`src/rtl/vga_timing_gen.sv`:
```
// VGA raster timing: pixel strobe from a clock divider, h/v position counters,
// sync pulses, active-video flag and a once-per-frame pulse, all from flops.
module vga_timing_gen #(
  parameter int CLK_DIV  = 4,
  parameter int H_ACTIVE = 640,
  parameter int H_FP     = 16,
  parameter int H_SYNC   = 96,
  parameter int H_BP     = 48,
  parameter int V_ACTIVE = 480,
  parameter int V_FP     = 10,
  parameter int V_SYNC   = 2,
  parameter int V_BP     = 33,
  parameter bit SYNC_POL = 1'b0,
  parameter int CW       = 10
) (
  input  logic          clk,
  input  logic          rst,
  output logic          pix_en,
  output logic [CW-1:0] hcount,
  output logic [CW-1:0] vcount,
  output logic          HS,
  output logic          VS,
  output logic          video_on,
  output logic          frame_start
);

  localparam int H_TOTAL = H_ACTIVE + H_FP + H_SYNC + H_BP;
  localparam int V_TOTAL = V_ACTIVE + V_FP + V_SYNC + V_BP;
  localparam int DW      = (CLK_DIV > 1) ? $clog2(CLK_DIV) : 1;

  localparam logic [DW-1:0] DIV_LAST = DW'(CLK_DIV - 1);
  localparam logic [CW-1:0] H_LAST   = CW'(H_TOTAL - 1);
  localparam logic [CW-1:0] V_LAST   = CW'(V_TOTAL - 1);
  localparam logic [CW-1:0] H_ACT    = CW'(H_ACTIVE);
  localparam logic [CW-1:0] V_ACT    = CW'(V_ACTIVE);
  localparam logic [CW-1:0] HS_START = CW'(H_ACTIVE + H_FP);
  localparam logic [CW-1:0] HS_END   = CW'(H_ACTIVE + H_FP + H_SYNC);
  localparam logic [CW-1:0] VS_START = CW'(V_ACTIVE + V_FP);
  localparam logic [CW-1:0] VS_END   = CW'(V_ACTIVE + V_FP + V_SYNC);

  logic [DW-1:0] div_q, div_d;
  logic          pix_en_q, pix_en_d;
  logic [CW-1:0] hcount_q, hcount_d;
  logic [CW-1:0] vcount_q, vcount_d;
  logic          hs_q, hs_d;
  logic          vs_q, vs_d;
  logic          video_on_q, video_on_d;
  logic          frame_start_q, frame_start_d;

  always_comb begin
    div_d    = (div_q == DIV_LAST) ? '0 : div_q + DW'(1);
    pix_en_d = (div_q == DIV_LAST);
    hcount_d = hcount_q;
    vcount_d = vcount_q;
    if (pix_en_q) begin
      if (hcount_q == H_LAST) begin
        hcount_d = '0;
        vcount_d = (vcount_q == V_LAST) ? '0 : vcount_q + CW'(1);
      end else begin
        hcount_d = hcount_q + CW'(1);
      end
    end
    // Decode from the next position so the flags land with the counters.
    hs_d          = (hcount_d >= HS_START && hcount_d < HS_END) ? SYNC_POL : ~SYNC_POL;
    vs_d          = (vcount_d >= VS_START && vcount_d < VS_END) ? SYNC_POL : ~SYNC_POL;
    video_on_d    = (hcount_d < H_ACT) && (vcount_d < V_ACT);
    frame_start_d = pix_en_q && (hcount_d == '0) && (vcount_d == '0);
  end

  always_ff @(posedge clk) begin
    if (rst) begin
      div_q         <= '0;
      pix_en_q      <= 1'b0;
      hcount_q      <= H_LAST;
      vcount_q      <= V_LAST;
      hs_q          <= ~SYNC_POL;
      vs_q          <= ~SYNC_POL;
      video_on_q    <= 1'b0;
      frame_start_q <= 1'b0;
    end else begin
      div_q         <= div_d;
      pix_en_q      <= pix_en_d;
      hcount_q      <= hcount_d;
      vcount_q      <= vcount_d;
      hs_q          <= hs_d;
      vs_q          <= vs_d;
      video_on_q    <= video_on_d;
      frame_start_q <= frame_start_d;
    end
  end

  assign pix_en      = pix_en_q;
  assign hcount      = hcount_q;
  assign vcount      = vcount_q;
  assign HS          = hs_q;
  assign VS          = vs_q;
  assign video_on    = video_on_q;
  assign frame_start = frame_start_q;

endmodule

```
`config.mk`:
```
export PLATFORM = sky130hd
export DESIGN_NAME = vga_timing_gen
export DESIGN_NICKNAME = d
export VERILOG_FILES = /design/src/rtl/vga_timing_gen.sv
export SDC_FILE = /design/constraint.sdc
export NUM_CORES = 1
export LEC_CHECK = 0
export CAP_MARGIN = 0
export CORE_MARGIN = 2
export CORE_UTILIZATION = 25
export CTS_BUF_LIST = sky130_fd_sc_hd__clkbuf_8
export DETAILED_ROUTE_END_ITERATION = 8
export SYNTH_ARGS = -nofsm -noshare
export SYNTH_HDL_FRONTEND = slang
export SYNTH_SLANG_ARGS = --single-unit
```
`constraint.sdc`:
```
create_clock -name clk -period 2.4 [get_ports clk]
set_input_delay 0.36 -clock clk [delete_from_list [all_inputs] [get_ports clk]]
set_output_delay 0.36 -clock clk [all_outputs]
set_load 0.05 [all_outputs]
```
# After elaboration in Yosys (flattened, before gate mapping)
# Index checks and enable logic that the tools add are counted.
# W data, S select, Z words.
[op_classes]
multipliers = 0
n_eq_ne = 3
shift = 0
n_div = 0
reduce_logical = 8
n_mux = 7
magnitude_cmp = 6
bitwise = 0
add_sub_neg = 3
[op_table]
columns = ["operator", "count"]
rows = [
  ["$mux W10", 5],
  ["$add A10 B1 Y10 const B", 2],
  ["$eq A10 B10 Y1 const B", 2],
  ["$logic_not A10 Y1", 2],
  ["$lt A10 B10 Y1 const B", 2],
  ["$lt A10 B9 Y1 const B", 2],
  ["$ge A10 B10 Y1 const B", 1],
  ["$ge A10 B9 Y1 const B", 1],
  ["$logic_and A1 B1 Y1", 5],
  ["$add A2 B1 Y2 const B", 1],
  ["$eq A2 B2 Y1 const B", 1],
  ["$mux W1", 2],
  ["$reduce_or A2 Y1", 1],
]
[word_totals]
latch_bits = 0
romBits = 0
regBits = 27
memories = 0
ramBits = 0
output_inout_bits = 25
inputBits = 2

# Logic depth before layout (Yosys ltp)
# Gate-level depths: netlist (run 1).
[depth]
ltp_word = 7
ltp_mapped = 9
mapped_depth_nobuf = 8

# Least setup slack after synthesis (run 1)
# OpenSTA, ideal clock, no wires.
[synth_path]
path_type = "register -> register"
startpoint = "reg hcount_q[0] (netlist: hcount[0])"
endpoint = "reg frame_start_q (netlist: frame_start)"
arrival_ps = 2646
slack_ps = -350
required_ps = 2297
stages_incl_launch_ff = 8
path_buffers = 0
synth_period_minus_slack_ps = 2750
setup_ps = 103
cell_sequence = "dfxtp_1 > ha_1 > nand3_1 > or4_4 > nor3_2 > xnor2_1 > nand3_1 > a2111oi_2"
[synth_between]
elab_chain_cells = 6
word_cells_on_any_way = 10
classes_between = "1 x add/sub; 1 x eq/ne; 4 x mux; 4 x reduce/logical"
[synth_lines]
columns = ["element", "line", "source"]
rows = [
  ["start, declared", "43", "logic [CW-1:0] hcount_q, hcount_d;"],
  ["start signal, assigned", "83", "hcount_q <= hcount_d;"],
  ["$add A10 B1 Y10 or $eq A10 B10 Y1 (tied branches)", "60, 56", ""],
  ["$mux W10", "56", "if (hcount_q == H_LAST) begin"],
  ["$mux W10", "55", "if (pix_en_q) begin"],
  ["$logic_not A10 Y1", "67", "frame_start_d = pix_en_q && (hcount_d == '0) && (vcount_d == '0);"],
  ["$logic_and A1 B1 Y1", "67", ""],
  ["$logic_and A1 B1 Y1 (*)", "67", ""],
  ["end signal, assigned", "88", "frame_start_q <= frame_start_d;"],
  ["end, declared", "48", "logic frame_start_q, frame_start_d;"],
]
# Every way passes the cells marked *; elsewhere a longest branch is shown, timed or not.
# A chain may end at the register's enable or synchronous reset.

# Final worst setup path (run 1)
[layout_path]
startpoint = "reg hcount_q[6] (netlist: hcount[6])"
endpoint = "reg vs_q (netlist: VS)"
[layout_between]
elab_chain_cells = 6
word_cells_on_any_way = 7
classes_between = "2 x order compare; 1 x eq/ne; 3 x mux; 1 x reduce/logical"
[layout_lines]
columns = ["element", "line", "source"]
rows = [
  ["$eq A10 B10 Y1 (*)", "56", ""],
  ["$mux W10 (*)", "56", ""],
  ["$mux W10 (*)", "55", ""],
  ["$ge A10 B9 Y1 or $lt A10 B9 Y1 (tied branches)", "65", "vs_d = (vcount_d >= VS_START && vcount_d < VS_END) ? SYNC_POL : ~SYNC_POL;"],
  ["$logic_and A1 B1 Y1 (*)", "65", ""],
  ["$mux W1 (*)", "65", ""],
  ["end signal, assigned", "77", "vs_q <= ~SYNC_POL;"],
  ["end signal, assigned", "86", "vs_q <= vs_d;"],
  ["end, declared", "46", "logic vs_q, vs_d;"],
]
# Marks and branches as above.

==> results of run 1 <==
Yosys cell counts (all sizes together) (4+ instances only):
library cell | instances | area (um^2)
a21oi | 13 | 65.1
xnor2 | 8 | 70.1
nor2 | 18 | 67.6
nand3 | 10 | 50.1
nand2 | 15 | 56.3
ha | 4 | 50.1
inv | 4 | 15.0
nor4 | 5 | 65.1
xor2 | 7 | 61.3
and3 | 4 | 25.0
dfxtp | 27 | 541
o21ai | 6 | 30.0
nand4 | 8 | 50.1
clkbuf | 9 | 33.8
nor3 | 7 | 40.0
buf | 6 | 47.5
o21bai | 5 | 37.5
metrics by stage:
stage | area [um^2] | TNS [ns] | setup WS (ns)
3_5_place_dp | 2020 | 0 | 0.117
4_1_cts | 2070 | 0 | 0.0811
2_1_floorplan | 1640 | -0.0693 | -0.0385
5_1_grt | 2140 | 0 | 0.0190
6_report | 2140 | 0 | 0.118
3_3_place_gp | 2020 | 0 | 0.153
final timing paths:
path,start,endpoint,cells past startpoint
max,hcount[6]$_SDFF_PP0_,VS$_SDFF_PP1_,7
min,div_q[0]$_SDFF_PP0_,div_q[0]$_SDFF_PP0_,1
min reg2reg,div_q[0]$_SDFF_PP0_,div_q[0]$_SDFF_PP0_,1
max reg2reg,hcount[6]$_SDFF_PP0_,VS$_SDFF_PP1_,7
worst max-delay path, stage by stage (launching register included):
cell and delay [ns]:
dfxtp_4 0.35, or3_4 0.38, or4_4 0.53, buf_4 0.16
nor3_2 0.18, xnor2_2 0.15, nor4_4 0.31, nand4_1 0.10
area by class of cell:
| cell class | count | area (um^2) |
|---|---|---|
| flip-flops and latches | 27 | 561 |
| fillers | 658 | 4140 |
| inverters | 4 | 15.0 |
| repair buffers | 45 | 403 |
| well taps | 77 | 96.3 |
| clock buffers | 3 | 41.3 |
| clock inverters | 1 | 5.00 |
| multi-input cells | 146 | 1020 |
logic make-up (layout without fill, tap and decap cells):
logic type      count (synthesis)  in the layout  synth area share
simple gates                   83             83             0.300
compound gates                 44             44             0.187
flops                          27             27             0.339
buf+inv                        19             53            0.0604
xor+xnor                       15             15            0.0824
fa+ha+maj                       4              4            0.0314
timing repair:
item,4_1_cts,5_1_grt
resized for setup,0,7
endpoints found under the setup margin,0,2
setup buffers,0,3
sequential cells by signal, indices dropped and copies added, names as in the netlist:
signal and count:
pix_en 1, div_q 2, VS 1, vcount 10, HS 1, hcount 10, video_on 1, frame_start 1
where the power goes:
group | switching, mW | internal, mW
Combinational | 0.117 | 0.0773
Clock | 0.153 | 0.117
Sequential | 0.0175 | 0.460
layer usage:
| layer | wire [um] | vias up | global-route usage |
|---|---|---|---|
| met5 | 0 | - | 0 |
| met4 | 51 | 0 | 0.0367 |
| met3 | 109 | 6 | 0.0188 |
| met2 | 2060 | 27 | 0.205 |
| met1 | 1990 | 738 | 0.170 |
| li1 | - | 764 | - |
==> out/metrics.csv, run 1 <==
stage;metric;value;unit
drt;first_pass_iters;4;
cts;clockBufferDepth;2;
synth;synthDistinctLibCells;48;
finish;num-nets-final;233;
placed_design;post-place-cells;296;
sta;hold_ws;0.443;ns
sta;relSlewSlack;0.658;
drt;wire_per_inst;13.9;um
hold_path;hold_path.class;reg -> reg;
global_route;grt_remaining_overflow;0;
worst_setup_path;path_max_fanout;6;
synth;synthFlopType;dfxtp_1;
worst_setup_path;endpoint_kind;flop;
drt;drtIter0Drc;104;
finish;final_cells;303;
global_route;grt_pass1_wl;7260;um
synth;synthCells;192;
floorplanning;dieArea;0.00704;mm^2
job;drv_cap;0;
floorplanning;core_area;0.00628;mm^2
worst_setup_path;crit_type;reg -> reg;
synth;async_reset_ff_frac;0;
cts;tritoncts;done;
drt;vias;1535;
cts;root_buffer;clkbuf_8;
cts;postCtsHoldBufs;0;
finish;num_antenna_cells;0;
synth;syn_avg_cell_area;8.31;um^2
sta;fmax;0.438;GHz
cts;clk_latency;0.28;ns
floorplanning;num_rows;29;
cts;clock_sinks;27;
global_route;track_usage;0.125;
global_route;antenna_found_initial;0;
pwr;power;0.942;mW
pwr;leakagePower;0.775;nW
synth;yosys_register_bits;27;
drt;ant_nets;0;
drt;via_per_inst;5.07;
cts;cts.clk_slew.worst_paths;0.10;ns
worst_setup_path;cp-start-kind;flop;
synth;syn_nets;198;
worst_setup_path;critPathRequiredTime;2.56;ns
placed_design;gp_congestion;0.803;
floorplanning;ios;27;
cts;cts_buffers;3;
finish;mostFrequentLayoutCell;clkdlybuf4s50_1;
worst_setup_path;reg2reg_slack;0.12;ns
finish;drive_gt1_frac;0.195;
run_status;status;completed;
cts;htree_levels;1;
finish;syn_to_final_growth;34.2;%
sta;rsz0062_at_grt;false;
pwr;powerDensity;440;mW/mm^2
floorplanning;fp.dieW;83.9;um
global_route;grt_max_degree;23;
sta;worst_pin_slew;0.511;ns
floorplanning;die_height;83.9;um
sta;fin_skew;0.00605;ns
synth;ys_warn_count;0;
sta;finalHoldViolations;0;
synth;yosysSeqAreaShare;0.339;
worst_setup_path;critical_path_arrival;2.44;ns
synth;synth_edf_count;0;
floorplanning;start_util;0.254;
sta;fin_crit_sh;0.951;
finish;layout_common_cells;26 x clkdlybuf4s50_1, 19 x dfxtp_1, 19 x buf_4;
global_route;grt_pass1_vias;1529;
drt;finalWirelength;4210;um
drt;drc_errors;0;
finish;post-route-util;0.341;
sta;setup-violations-final;0;
placed_design;dpl.hpwl;3080;um
pwr;ir_worst_vdd;0.195;mV
sta;maxSlewViolCount;0;
synth;syn_area;0.00160;mm^2
placed_design;place.port_buffers;26;
sta;fin_crit;2.28;ns
(Power assumes the default switching activity.)
==> run 2: changes to the inputs <==
Settings changed: DONT_BUFFER_PORTS set to 1, SLEW_MARGIN set to 10.
==> out/metrics.csv, run 2 (synthesis gave the netlist of run 1 again) <==
stage;metric;value;unit;change
worst_setup_path;path_max_fanout;8;;+2
cts;root_buffer;clkbuf_8;;
worst_setup_path;cp-start-kind;flop;;
pwr;net-switching-power;0.265;mW;-7.8%
floorplanning;ios;27;;unchanged
finish;fill_cells;675;;+2.6%
finish;syn_to_final_growth;20.0;%;
pwr;powerDensity;470;mW/mm^2;+7.0%
pwr;leakagePower;0.708;nW;-8.6%
drt;ant_nets;0;;unchanged
cts;tritoncts;done;;
global_route;grt_max_degree;24;;+4.3%
global_route;grt_remaining_overflow;0;;unchanged
floorplanning;die_height;83.9;um;unchanged
global_route;grt_pass1_vias;1398;;-8.6%
cts;clock_sinks;27;;unchanged
placed_design;gp_congestion;0.862;;+7.4%
pwr;power;0.901;mW;-4.3%
finish;mostFrequentLayoutCell;buf_4;;
run_status;status;completed;;
placed_design;dpl.hpwl;3100;um;+0.77%
drt;vias;1443;;-6.0%
global_route;grt_pass1_wl;7070;um;-2.6%
worst_setup_path;crit_type;reg -> reg;;
drt;drc_errors;0;;unchanged
sta;setup-violations-final;0;;unchanged
hold_path;hold_path.class;in -> reg;;
cts;cts_setup_buffers;0;;unchanged
cts;cts_resized;0;;unchanged
worst_setup_path;critPathRequiredTime;2.58;ns;+0.02 ns
sta;hold_ws;0.149;ns;-0.294 ns
floorplanning;fp.dieW;83.9;um;unchanged
placed_design;place.port_buffers;0;;-100%
cts;cts_buffers;3;;unchanged
pwr;netSwitchingFraction;0.294;;-0.0110
pwr;seqPwrFrac;0.523;;+0.015
sta;finalHoldViolations;0;;unchanged
sta;relSlewSlack;0.664;;+0.00571
worst_setup_path;endpoint_kind;flop;;
sta;tns;0;ns;unchanged
floorplanning;core_area;0.00628;mm^2;unchanged
drt;first_pass_iters;4;;unchanged
sta;fin_crit;2.29;ns;+0.0109 ns
cts;htree_levels;1;;unchanged
sta;maxSlewViolCount;0;;unchanged
floorplanning;num_rows;29;;unchanged
pwr;intPower;0.636;mW;-2.8%
job;drv_cap;0;;unchanged
pwr;p_clk_frac;0.284;;-0.002
global_route;antenna_found_initial;0;;unchanged
global_route;track_usage;0.122;;-0.00350
sta;fin_skew;0.00243;ns;-0.00362 ns
floorplanning;start_util;0.254;;unchanged
drt;drtIter0Drc;108;;+3.8%
drt;finalWirelength;4160;um;-1.2%
floorplanning;dieArea;0.00704;mm^2;unchanged
pwr;ir_worst_vdd;0.224;mV;+15%
finish;num_antenna_cells;0;;unchanged
cts;clk_latency;0.27;ns;about the same
sta;worst_pin_slew;0.504;ns;-0.00765 ns
worst_setup_path;critical_path_arrival;2.47;ns;+0.03 ns
pwr;power_frac_comb;0.193;;-0.013
finish;num-nets-final;218;;-6.4%
sta;fin_crit_sh;0.955;;+0.00453
finish;drive_gt1_frac;0.237;;+0.0423
finish;layout_common_cells;30 x buf_4, 19 x dfxtp_1, 18 x nor2_1;;
drt;via_per_inst;5.01;;-1.1%
cts;cts.clk_slew.worst_paths;0.09;ns;about the same
sta;fmax;0.436;GHz;-0.47%
cts;clockBufferDepth;2;;unchanged
cts;postCtsHoldBufs;0;;unchanged
drt;wire_per_inst;14.4;um;+3.9%
sta;rsz0062_at_grt;false;;
## run 2: cell types whose count changed in the layout (fill, tap and decap cells not counted), sizes merged
cell / before / now
buf: 19 / 30
clkdlybuf4s50: 26 / 0
clkinv: 1 / 0
inv: 4 / 5
## run 2: cell type report
| cell class | instances | area [um^2] | share of cell area |
|---|---|---|---|
| Clock inverter | 1 | 3.75 | 0.00196 |
| Clock buffer | 3 | 41.3 | 0.0216 |
| Timing Repair Buffer | 30 | 225 | 0.118 |
| Inverter | 4 | 15.0 | 0.00784 |
| Multi-Input combinational cell | 146 | 972 | 0.508 |
| Sequential cell | 27 | 561 | 0.293 |
| Tap cell | 77 | 96.3 | 0.0503 |
## run 2: stage by stage
step,cell area [um^2],utilization,setup WS [ns],instances
6_report,1910,0.305,0.107,288
5_1_grt,1910,0.305,0.00638,288
4_1_cts,1910,0.305,0.118,288
3_5_place_dp,1870,0.298,0.138,284
3_3_place_gp,1870,0.298,0.171,284
2_1_floorplan,1640,-,-0.0385,192
## run 2: power by group through the flow
stage / sequential, mW / clock (mW) / combinational (mW)
2_1_floorplan: 0.515 / 0 / 0.101
3_3_place_gp: 0.481 / 0 / 0.173
3_5_place_dp: 0.481 / 0 / 0.174
4_1_cts: 0.471 / 0.265 / 0.175
5_1_grt: 0.474 / 0.287 / 0.192
6_report: 0.471 / 0.256 / 0.174
## run 2: final timing paths
kind | slack [ns] | depth (start not counted) | end | from
min reg2reg | 0.43 | 1 | div_q[0]$_SDFF_PP0_ | div_q[0]$_SDFF_PP0_
min | 0.15 | 1 | pix_en$_SDFF_PP0_ | rst
max reg2reg | 0.11 | 6 | frame_start$_SDFF_PP0_ | hcount[6]$_SDFF_PP0_
max | 0.11 | 6 | frame_start$_SDFF_PP0_ | hcount[6]$_SDFF_PP0_
## run 2: layer usage
metal / routed length, um / vias to the layer above / GRT usage
met4: 15 / 0 / 0.0176
met5: 0 / - / 0
li1: - / 735 / -
met1: 2030 / 682 / 0.166
met3: 237 / 2 / 0.0396
met2: 1870 / 24 / 0.192
## run 2: critical path: stages (launching register included)
cell	delay, ns
dfxtp_4	0.35
or3_4	0.38
or4_4	0.61
o31a_1	0.34
nor2_1	0.16
o2111ai_1	0.15
a2111oi_2	0.21
==> run 3: changes to the inputs <==
Settings changed: CORE_MARGIN 2 to unset, CORE_UTILIZATION 25 to 35.
==> out/metrics.csv, run 3 (synthesis gave the netlist of run 1 again) <==
stage;metric;value;unit;change
run_status;status;completed;;
sta;fin_skew;0.00663;ns;+0.00420 ns
pwr;powerDensity;472;mW/mm^2;+0.28%
finish;num_antenna_cells;0;;unchanged
cts;cts_buffers;3;;unchanged
floorplanning;start_util;0.366;;+0.112
worst_setup_path;rr_startpoint;hcount[6]$_SDFF_PP0_;;
finish;num-nets-final;219;;+0.46%
cts;htree_levels;1;;unchanged
placed_design;post-place-cells;260;;-8.5%
placed_design;gp_congestion;0.837;;-2.9%
drt;vias;1448;;+0.35%
finish;post-route-util;0.436;;+0.132
drt;wl_met2;1700;um;-9.2%
sta;rsz0062_at_grt;false;;
global_route;track_usage;0.161;;+0.0393
worst_setup_path;max_stage_delay;0.60;ns;about the same
cts;clockBufferDepth;2;;unchanged
finish;fill_cells;420;;-38%
worst_setup_path;critPathRequiredTime;2.57;ns;about the same
sta;fin_crit;2.31;ns;+0.0215 ns
pwr;power;0.897;mW;-0.44%
floorplanning;die_height;69.5;um;-17%
global_route;grt_pass1_vias;1346;;-3.7%
finish;layout_common_cells;31 x buf_4, 19 x dfxtp_1, 18 x nor2_1;;
sta;setup-violations-final;0;;unchanged
drt;wire_per_inst;14.1;um;-2.2%
global_route;grt_max_degree;24;;unchanged
drt;first_pass_iters;4;;unchanged
placed_design;place.port_buffers;0;;unchanged
drt;wl_met1;1840;um;-9.6%
pwr;ir_worst_vdd;0.288;mV;+28%
sta;maxSlewViolCount;0;;unchanged
cts;tritoncts;done;;
worst_setup_path;cp-start-kind;flop;;
worst_setup_path;path_max_fanout;8;;unchanged
sta;worst_pin_slew;0.485;ns;-0.0190 ns
floorplanning;core_area;0.00435;mm^2;-31%
drt;ant_nets;0;;unchanged
finish;syn_to_final_growth;19.1;%;
worst_setup_path;cp_slowest_cell;or4_4;;
worst_setup_path;r2r_cells;6;;unchanged
floorplanning;fp.dieW;69.5;um;-17%
cts;root_buffer;clkbuf_8;;
sta;tns;0;ns;unchanged
global_route;antenna_found_initial;0;;unchanged
worst_setup_path;reg2reg_slack;0.09;ns;-0.02 ns
placed_design;dpl.hpwl;2800;um;-9.6%
drt;top_layer;met4;;
floorplanning;num_rows;24;;-17%
hold_path;hold_path.class;in -> reg;;
hold_path;hold_depth;1;;unchanged
pwr;leakagePower;0.710;nW;+0.27%
worst_setup_path;worstReg2RegEnd;frame_start$_SDFF_PP0_;;
cts;cts.clk_slew.worst_paths;0.09;ns;about the same
sta;relSlewSlack;0.676;;+0.0127
cts;clk_latency;0.27;ns;about the same
worst_setup_path;crit_path_cell_trace;or3_4 > or4_4 > o31a_1 > nor2_1 > o2111ai_1 > a2111oi_2;;
worst_setup_path;crit_type;reg -> reg;;
job;drv_cap;0;;unchanged
worst_setup_path;critical_path_arrival;2.48;ns;about the same
global_route;grt_pass1_wl;6340;um;-10%
drt;via_per_inst;5.48;;+9.5%
drt;wl_met3;153;um;-35%
sta;fin_crit_sh;0.964;;+0.00895
hold_path;min_from;rst;;
worst_setup_path;path_delay_family;simple AND/OR/NAND/NOR gates;;
sta;finalHoldViolations;0;;unchanged
drt;finalWirelength;3730;um;-10%
floorplanning;dieArea;0.00483;mm^2;-31%
sta;fmax;0.432;GHz;-0.93%
cts;clock_sinks;27;;unchanged
cts;postCtsHoldBufs;0;;unchanged
drt;drtIter0Drc;54;;-50%
worst_setup_path;crit_buf_inv;0;;unchanged
finish;drive_gt1_frac;0.245;;+0.00832
finish;mostFrequentLayoutCell;buf_4;;
global_route;grt_remaining_overflow;0;;unchanged
hold_path;min_to;pix_en$_SDFF_PP0_;;
drt;drc_errors;0;;unchanged
worst_setup_path;endpoint_kind;flop;;
floorplanning;ios;27;;unchanged
finish;final_cells;264;;-8.3%
-- run 3: changes by cell type in the layout (fill, tap and decap cells not counted), sizes merged --
cell    change
clkinv      +1
buf         +1
inv         -1
-- run 3: layout make-up --
class / instances / area, um^2 / share of cell area
clock inverter: 1 / 5.00 / 0.00263
clock buffer: 3 / 41.3 / 0.0217
multi-input combinational: 146 / 981 / 0.516
inverter: 4 / 15.0 / 0.00790
sequential: 27 / 561 / 0.295
tap: 52 / 65.1 / 0.0342
timing repair buffer: 31 / 233 / 0.122
-- run 3: how the worst max path moves through the flow --
| stage | start | endpoint | slack [ns] | depth (start not counted) |
|---|---|---|---|---|
| floorplan | hcount[6]$_SDFF_PP0_ | VS$_SDFF_PP1_ | -0.04 | 9 |
| global placement | hcount[6]$_SDFF_PP0_ | video_on$_SDFF_PP0_ | 0.20 | 9 |
| detailed placement | hcount[6]$_SDFF_PP0_ | frame_start$_SDFF_PP0_ | 0.12 | 6 |
| CTS | hcount[6]$_SDFF_PP0_ | frame_start$_SDFF_PP0_ | 0.09 | 6 |
| global route | hcount[0]$_SDFF_PP1_ | frame_start$_SDFF_PP0_ | 0.004 | 7 |
| finish | hcount[6]$_SDFF_PP0_ | frame_start$_SDFF_PP0_ | 0.09 | 6 |
-- run 3: where the power goes --
group	internal [mW]	switching, mW
sequential	0.460	0.0135
clock	0.116	0.134
combinational	0.0619	0.111
total	0.638	0.259
-- run 3: what timing repair did --
item,in CTS,in global routing
gates resized for setup,0,1
endpoints found under the hold margin,0,0
setup buffers,0,0
endpoints found under the setup margin,0,1
-- run 3: metrics by stage --
step           hold slack, ns  instance area (um^2)  setup slack [ns]
3_5_place_dp            0.425                  1850             0.115
6_report                0.141                  1900            0.0858
4_1_cts                 0.130                  1890            0.0874
2_1_floorplan           0.408                  1640           -0.0385
3_3_place_gp            0.416                  1850             0.196
5_1_grt                 0.121                  1900           0.00356
-- run 3: metal layers --
metal,vias up,track usage
li1,744,-
met1,674,0.218
met2,26,0.258
met3,4,0.0363
met4,0,0.0408
met5,-,0
